===== src/rtl/pipe_hazard_ctrl.sv =====
// pipe_hazard_ctrl: pipeline control for the 5-stage ARM core.
// A small destination-register scoreboard follows the last TRACK_STAGES issued
// instructions and raises a stall (freeze + bubble) when the ID-stage
// instruction reads a register still in flight. An EXE-stage taken branch
// becomes a one-cycle flush with the PC redirected to the branch target.
// Saturating stall/flush event counters are provided for performance analysis.
//
// Build option: define FORWARDING_EN when EXE/MEM results are forwarded; only
// a load in entry 0 (load-use) then stalls. Default build: any match stalls.
//
// Flow control: the ID instruction (id_valid) advances into ID_Stage_Reg on a
// rising clk edge only when freeze=0 and flush=0; hazard=1 means the
// instruction is held in ID and a bubble enters ID_Stage_Reg instead, and
// ext_stall holds the whole pipe (scoreboard and counters included).
module pipe_hazard_ctrl #(
   parameter int ADDRESS_LEN         = 32,
   parameter int REGFILE_ADDRESS_LEN = 4,
   parameter int TRACK_STAGES        = 2,
   parameter int CNT_W               = 16
) (
   input  logic                           clk,
   input  logic                           rst,
   input  logic                           id_valid,
   input  logic [REGFILE_ADDRESS_LEN-1:0] id_src1,
   input  logic [REGFILE_ADDRESS_LEN-1:0] id_src2,
   input  logic                           id_src1_used,
   input  logic                           id_src2_used,
   input  logic                           id_wb_en,
   input  logic [REGFILE_ADDRESS_LEN-1:0] id_dest,
   input  logic                           id_mem_read,
   input  logic                           branch_taken,
   input  logic [ADDRESS_LEN-1:0]         branch_addr,
   input  logic                           ext_stall,
   output logic                           freeze,
   output logic                           hazard,
   output logic                           flush,
   output logic [ADDRESS_LEN-1:0]         redirect_addr,
   output logic [CNT_W-1:0]               stall_cnt,
   output logic [CNT_W-1:0]               flush_cnt
);

   // Scoreboard: entry 0 is the instruction now in ID_Stage_Reg, entry k is
   // k stages further down the pipe.
   logic [TRACK_STAGES-1:0]        sb_valid;
   logic [TRACK_STAGES-1:0]        sb_load;
   logic [REGFILE_ADDRESS_LEN-1:0] sb_dest [TRACK_STAGES];

   logic [TRACK_STAGES-1:0] entry_hit;
   logic [TRACK_STAGES-1:0] load_stall_mask;
   logic [TRACK_STAGES-1:0] alu_stall_mask;
   logic                    any_stall_match;
   logic                    issue;

   // Per-entry source match: a read source equals a valid in-flight destination.
   always_comb begin
      entry_hit = '0;
      for (int k = 0; k < TRACK_STAGES; k++) begin
         entry_hit[k] = sb_valid[k] &
                        ((id_src1_used & (sb_dest[k] == id_src1)) |
                         (id_src2_used & (sb_dest[k] == id_src2)));
      end
   end

   // Which producers can still block a reader: loads and ALU results differ
   // only when forwarding covers ALU results and later load stages.
   always_comb begin
      load_stall_mask = '0;
      alu_stall_mask  = '0;
`ifdef FORWARDING_EN
      load_stall_mask[0] = sb_load[0];
`else
      load_stall_mask = sb_load;
      alu_stall_mask  = ~sb_load;
`endif
   end

   assign any_stall_match = |(entry_hit & (load_stall_mask | alu_stall_mask));

   // Combinational pipe controls; the branch flush outranks a RAW stall and
   // an external hold outranks both.
   assign flush         = branch_taken & ~ext_stall;
   assign hazard        = id_valid & ~flush & ~ext_stall & any_stall_match;
   assign freeze        = hazard | ext_stall;
   assign redirect_addr = flush ? branch_addr : '0;

   // Only a real register-writing instruction that actually leaves ID occupies entry 0.
   assign issue = id_valid & id_wb_en & ~hazard & ~flush;

   // Scoreboard shift: new entry at 0, older entries age by one stage; hold on ext_stall.
   always_ff @(posedge clk or negedge rst) begin
      if (!rst) begin
         sb_valid <= '0;
         sb_load  <= '0;
         for (int k = 0; k < TRACK_STAGES; k++) begin
            sb_dest[k] <= '0;
         end
      end else if (!ext_stall) begin
         sb_valid[0] <= issue;
         sb_load[0]  <= issue & id_mem_read;
         sb_dest[0]  <= issue ? id_dest : '0;
         for (int k = 1; k < TRACK_STAGES; k++) begin
            sb_valid[k] <= sb_valid[k-1];
            sb_load[k]  <= sb_load[k-1];
            sb_dest[k]  <= sb_dest[k-1];
         end
      end
   end

   // Saturating event counters; hazard and flush are already zero during ext_stall.
   always_ff @(posedge clk or negedge rst) begin
      if (!rst) begin
         stall_cnt <= '0;
         flush_cnt <= '0;
      end else begin
         if (hazard && (stall_cnt != '1)) begin
            stall_cnt <= stall_cnt + CNT_W'(1);
         end
         if (flush && (flush_cnt != '1)) begin
            flush_cnt <= flush_cnt + CNT_W'(1);
         end
      end
   end

endmodule

===== config.mk =====
export PLATFORM = sky130hd
export DESIGN_NAME = pipe_hazard_ctrl
export DESIGN_NICKNAME = d
export VERILOG_FILES = /design/src/rtl/pipe_hazard_ctrl.sv
export SDC_FILE = /design/constraint.sdc
export NUM_CORES = 1
export LEC_CHECK = 0
export BUFFER_PORTS_ARGS = -buffer_cell sky130_fd_sc_hd__buf_2
export CAP_MARGIN = 10
export CELL_PAD_IN_SITES_DETAIL_PLACEMENT = 2
export CELL_PAD_IN_SITES_GLOBAL_PLACEMENT = 2
export CORE_MARGIN = 2
export CORE_UTILIZATION = 29
export CTS_BUF_LIST = sky130_fd_sc_hd__clkbuf_4 sky130_fd_sc_hd__clkbuf_8
export DETAILED_ROUTE_END_ITERATION = 6
export PLACE_DENSITY = 0.95
export RECOVER_POWER = 50
export SYNTH_ARGS = -nofsm -noshare
export SYNTH_HDL_FRONTEND = slang
export SYNTH_SLANG_ARGS = --single-unit

===== constraint.sdc =====
create_clock -name clk -period 4.48 [get_ports clk]
set_input_delay 0.448 -clock clk [delete_from_list [all_inputs] [get_ports clk]]
set_output_delay 0.448 -clock clk [all_outputs]
set_load 0.005 [all_outputs]

==> metrics <==
status=complete, but fails checks; failing checks=capacitance limit, slew limit; slowest CP cell=nand4_1; FF-to-FF Start=sb_dest[4]; crit-path most repeated cell=nand4_1; max-cap viol count=1; die height=roughly 94 microns; global-route wire length before repair=11900 microns; Tmin final=3.01 ns; Worst-path clk slew=0.07 ns; nets@finish=407; DR WL/cell=15.9 microns; CP peak stage delay=0.61 ns; Core ar.=7770 sq um; area share of fa/ha/maj cells after synthesis=under 10%; WS Path Type=reg -> out; combinational family with the most area after synthesis=simple AND/OR/NAND/NOR gates; most frequent cell after synthesis=dfrtp_1; placed cell area=just over 3000 sq um; PostCTS Resize Cnt=0; Mapped Area=2330 sq um; worst-margin pin slew=about 2.3 ns; crit-path cells=xor2_1 -> nor3_1 -> nand4_1 -> nand4_1 -> and2_1 -> or2_2 -> buf_2; Hold Crit Start=id_dest[0]; TritonCTS clock tree=done; Compound-Gate Fraction of Synth Area=3.55%; clock root cell=clkbuf_8; num ports=120; cell taking the most area after synthesis=dfrtp_1; RSZ-0062 raised after global routing=no; Leak=between 1.5 and 2 nW; PortBufs=118; fraction of layout cells with a size suffix above 1=33.6%; initial antenna violation count=0; Worst slew margin=-55.9%; initial DRC count=22; average size of a mapped cell=10.0 sq um; register area share after synthesis=45.2%; worst path arrival time=2.56 ns; DR DRC count=0; worst setup path startpoint=sb_dest[4]; dpl hpwl=6010 microns; Global Route Usage Sum=17.2%; FMAX=~330 MHz; final-report hold violation count=0; via density per instance=4.81; Clock Skews=0.00775 ns; vias in the first global route=2414; top post-synthesis cells by area=dfrtp_1, xnor2_1, and2_1; Async SR Flop Fraction=100%; total wire length=7220 microns; Post-Syn Nets=287; number of synthesized flops with an enable pin=0; commonest cells in the synthesized netlist=dfrtp_1, and2_1, xnor2_1; H-tree depth=2; NetSw=0.233 mW; antenna viol nets, final=0; post-synthesis mux area share=between 3 and 4%; Yosys top cell area share=45.2%; Power Internal=0.609 mW; post-synthesis cell type count=31; DR vias=2181; CP Capture Type=output port; Clk Latency, worst-skew pair=0.28 ns; Clock power frac=~28%; fin crit share=67.2%; Synth Flop Type=dfrtp_1; TritonRoute pass-1 iters=4; worst-case clock buffer depth=2; pwr/cell area=273 nW/um^2; Layout area overhead=32.5%; combinational share of power=18.5%; Die X-Extent=93.6 microns; Critical Path RT=4.03 ns; TritonCTS Buffers=5; Worst Setup Start Kind=register; Num Clock Sinks=42; Starting Density=between 20% and 30%; Net Sw Frac=27.7%; sequential share of power=53.5%; yosys warns=0; Slew Limit Fails=43; Post-CTS Setup Repair Bufs=0; Total Neg Setup Slack=0 ns; hold crit path type=in -> reg; Synth Area in Simple Gates=28.7%; GRT overflow=0; placer congestion estimate=between 0.7 and 0.8; Yosys reg bits=42; Synth Area in XOR/XNOR=16.2%; hold_buf cts=0; FP Rows=32; Crit Path Max Fanout=18; final count of negative-setup-slack endpoints=0; n_diodes=0; Design Area, Final=between 3000 and 4000 sq um; Die Footprint=8760 sq um; Synth Instances=232; Peak supply drop=0.107 mV; largest net degree at the start of global routing=43
-- final timing paths --
kind	end	cells after the start	slack [ns]
worst max-delay path	freeze	7	1.47
worst min-delay path	sb_dest[4]	2	0.39
min in group asynchronous	sb_dest[2]	1	0.87
worst min register to register	stall_cnt[5]	1	0.50
worst max register to register	stall_cnt[14]	6	2.18
max in group asynchronous	flush_cnt[9]	1	2.28
-- cell usage in the layout (no fill, tap or decap), types with 4 or more instances in the layout --
master / netlist / routed
buf_2: 1 / 98
dfrtp_1: 42 / 42
and2_1: 36 / 36
xnor2_1: 26 / 26
clkbuf_1: 3 / 20
xor2_1: 17 / 17
nand2_1: 17 / 17
nand3_1: 17 / 17
nor2_1: 12 / 12
nand4_1: 12 / 12
nor3_1: 9 / 9
mux2_2: 8 / 8
clkbuf_8: 0 / 6
and4_1: 4 / 4
a22o_1: 4 / 4
-- cells by family (layout without fill, tap and decap cells) --
logic type | Yosys count | count (layout)
AOI/OAI and AO/OA | 8 | 8
and+or+nand+nor | 120 | 120
xor gates and xnor gates | 43 | 43
DFF | 42 | 42
adders and majority gates | 2 | 2
muxes | 8 | 8
buffers and inverters | 9 | 128
-- metrics by stage --
stage / std cells / util, % / worst slack, ns / hold slack, ns / total power [mW]
2_1_floorplan: 232 / - / 2.51 / 0.152 / 0.527
3_3_place_gp: 447 / 38.9 / 1.72 / 0.474 / 0.614
3_5_place_dp: 447 / 38.9 / 1.65 / 0.491 / 0.627
4_1_cts: 453 / 40.0 / 1.45 / 0.360 / 0.869
5_1_grt: 453 / 39.7 / 1.25 / 0.380 / 0.901
6_report: 453 / 39.7 / 1.47 / 0.387 / 0.843
-- layer usage --
metal	global-route usage, %	routed length, microns	up-vias
met5	0	0	-
met1	18.8	2730	1065
met2	33.9	3970	93
met3	4.11	487	2
li1	-	-	1021
met4	2.90	33	0
-- worst max-delay path, delay by kind of cell (launching register included) --
kind / cells / cell delay [ns]
xor gates and xnor gates: 1 / 0.20
buffers and inverters: 1 / 0.12
DFF: 1 / 0.44
and+or+nand+nor: 5 / 1.51
-- area by class of cell --
| class | count | area (sq um) |
|---|---|---|
| well taps | 102 | 128 |
| multi-input cells | 181 | 1240 |
| flip-flops and latches | 42 | 1050 |
| repair buffers | 118 | 566 |
| clock buffers | 6 | 82.6 |
| fillers | 926 | 4680 |
| inverters | 4 | 15.0 |
-- flip-flops by register name, indices dropped and copies added, names as in the netlist --
register   cells
stall_cnt     16
flush_cnt     16
sb_dest        8
sb_valid       2
-- power by group through the flow --
stage	clock (mW)	sequential (mW)	combinational, mW
3_3_place_gp	0	0.458	0.156
6_report	0.235	0.451	0.156
2_1_floorplan	0	0.453	0.0732
3_5_place_dp	0	0.460	0.167
4_1_cts	0.249	0.453	0.167
5_1_grt	0.263	0.459	0.178
Power figures use the tool's default switching activity.
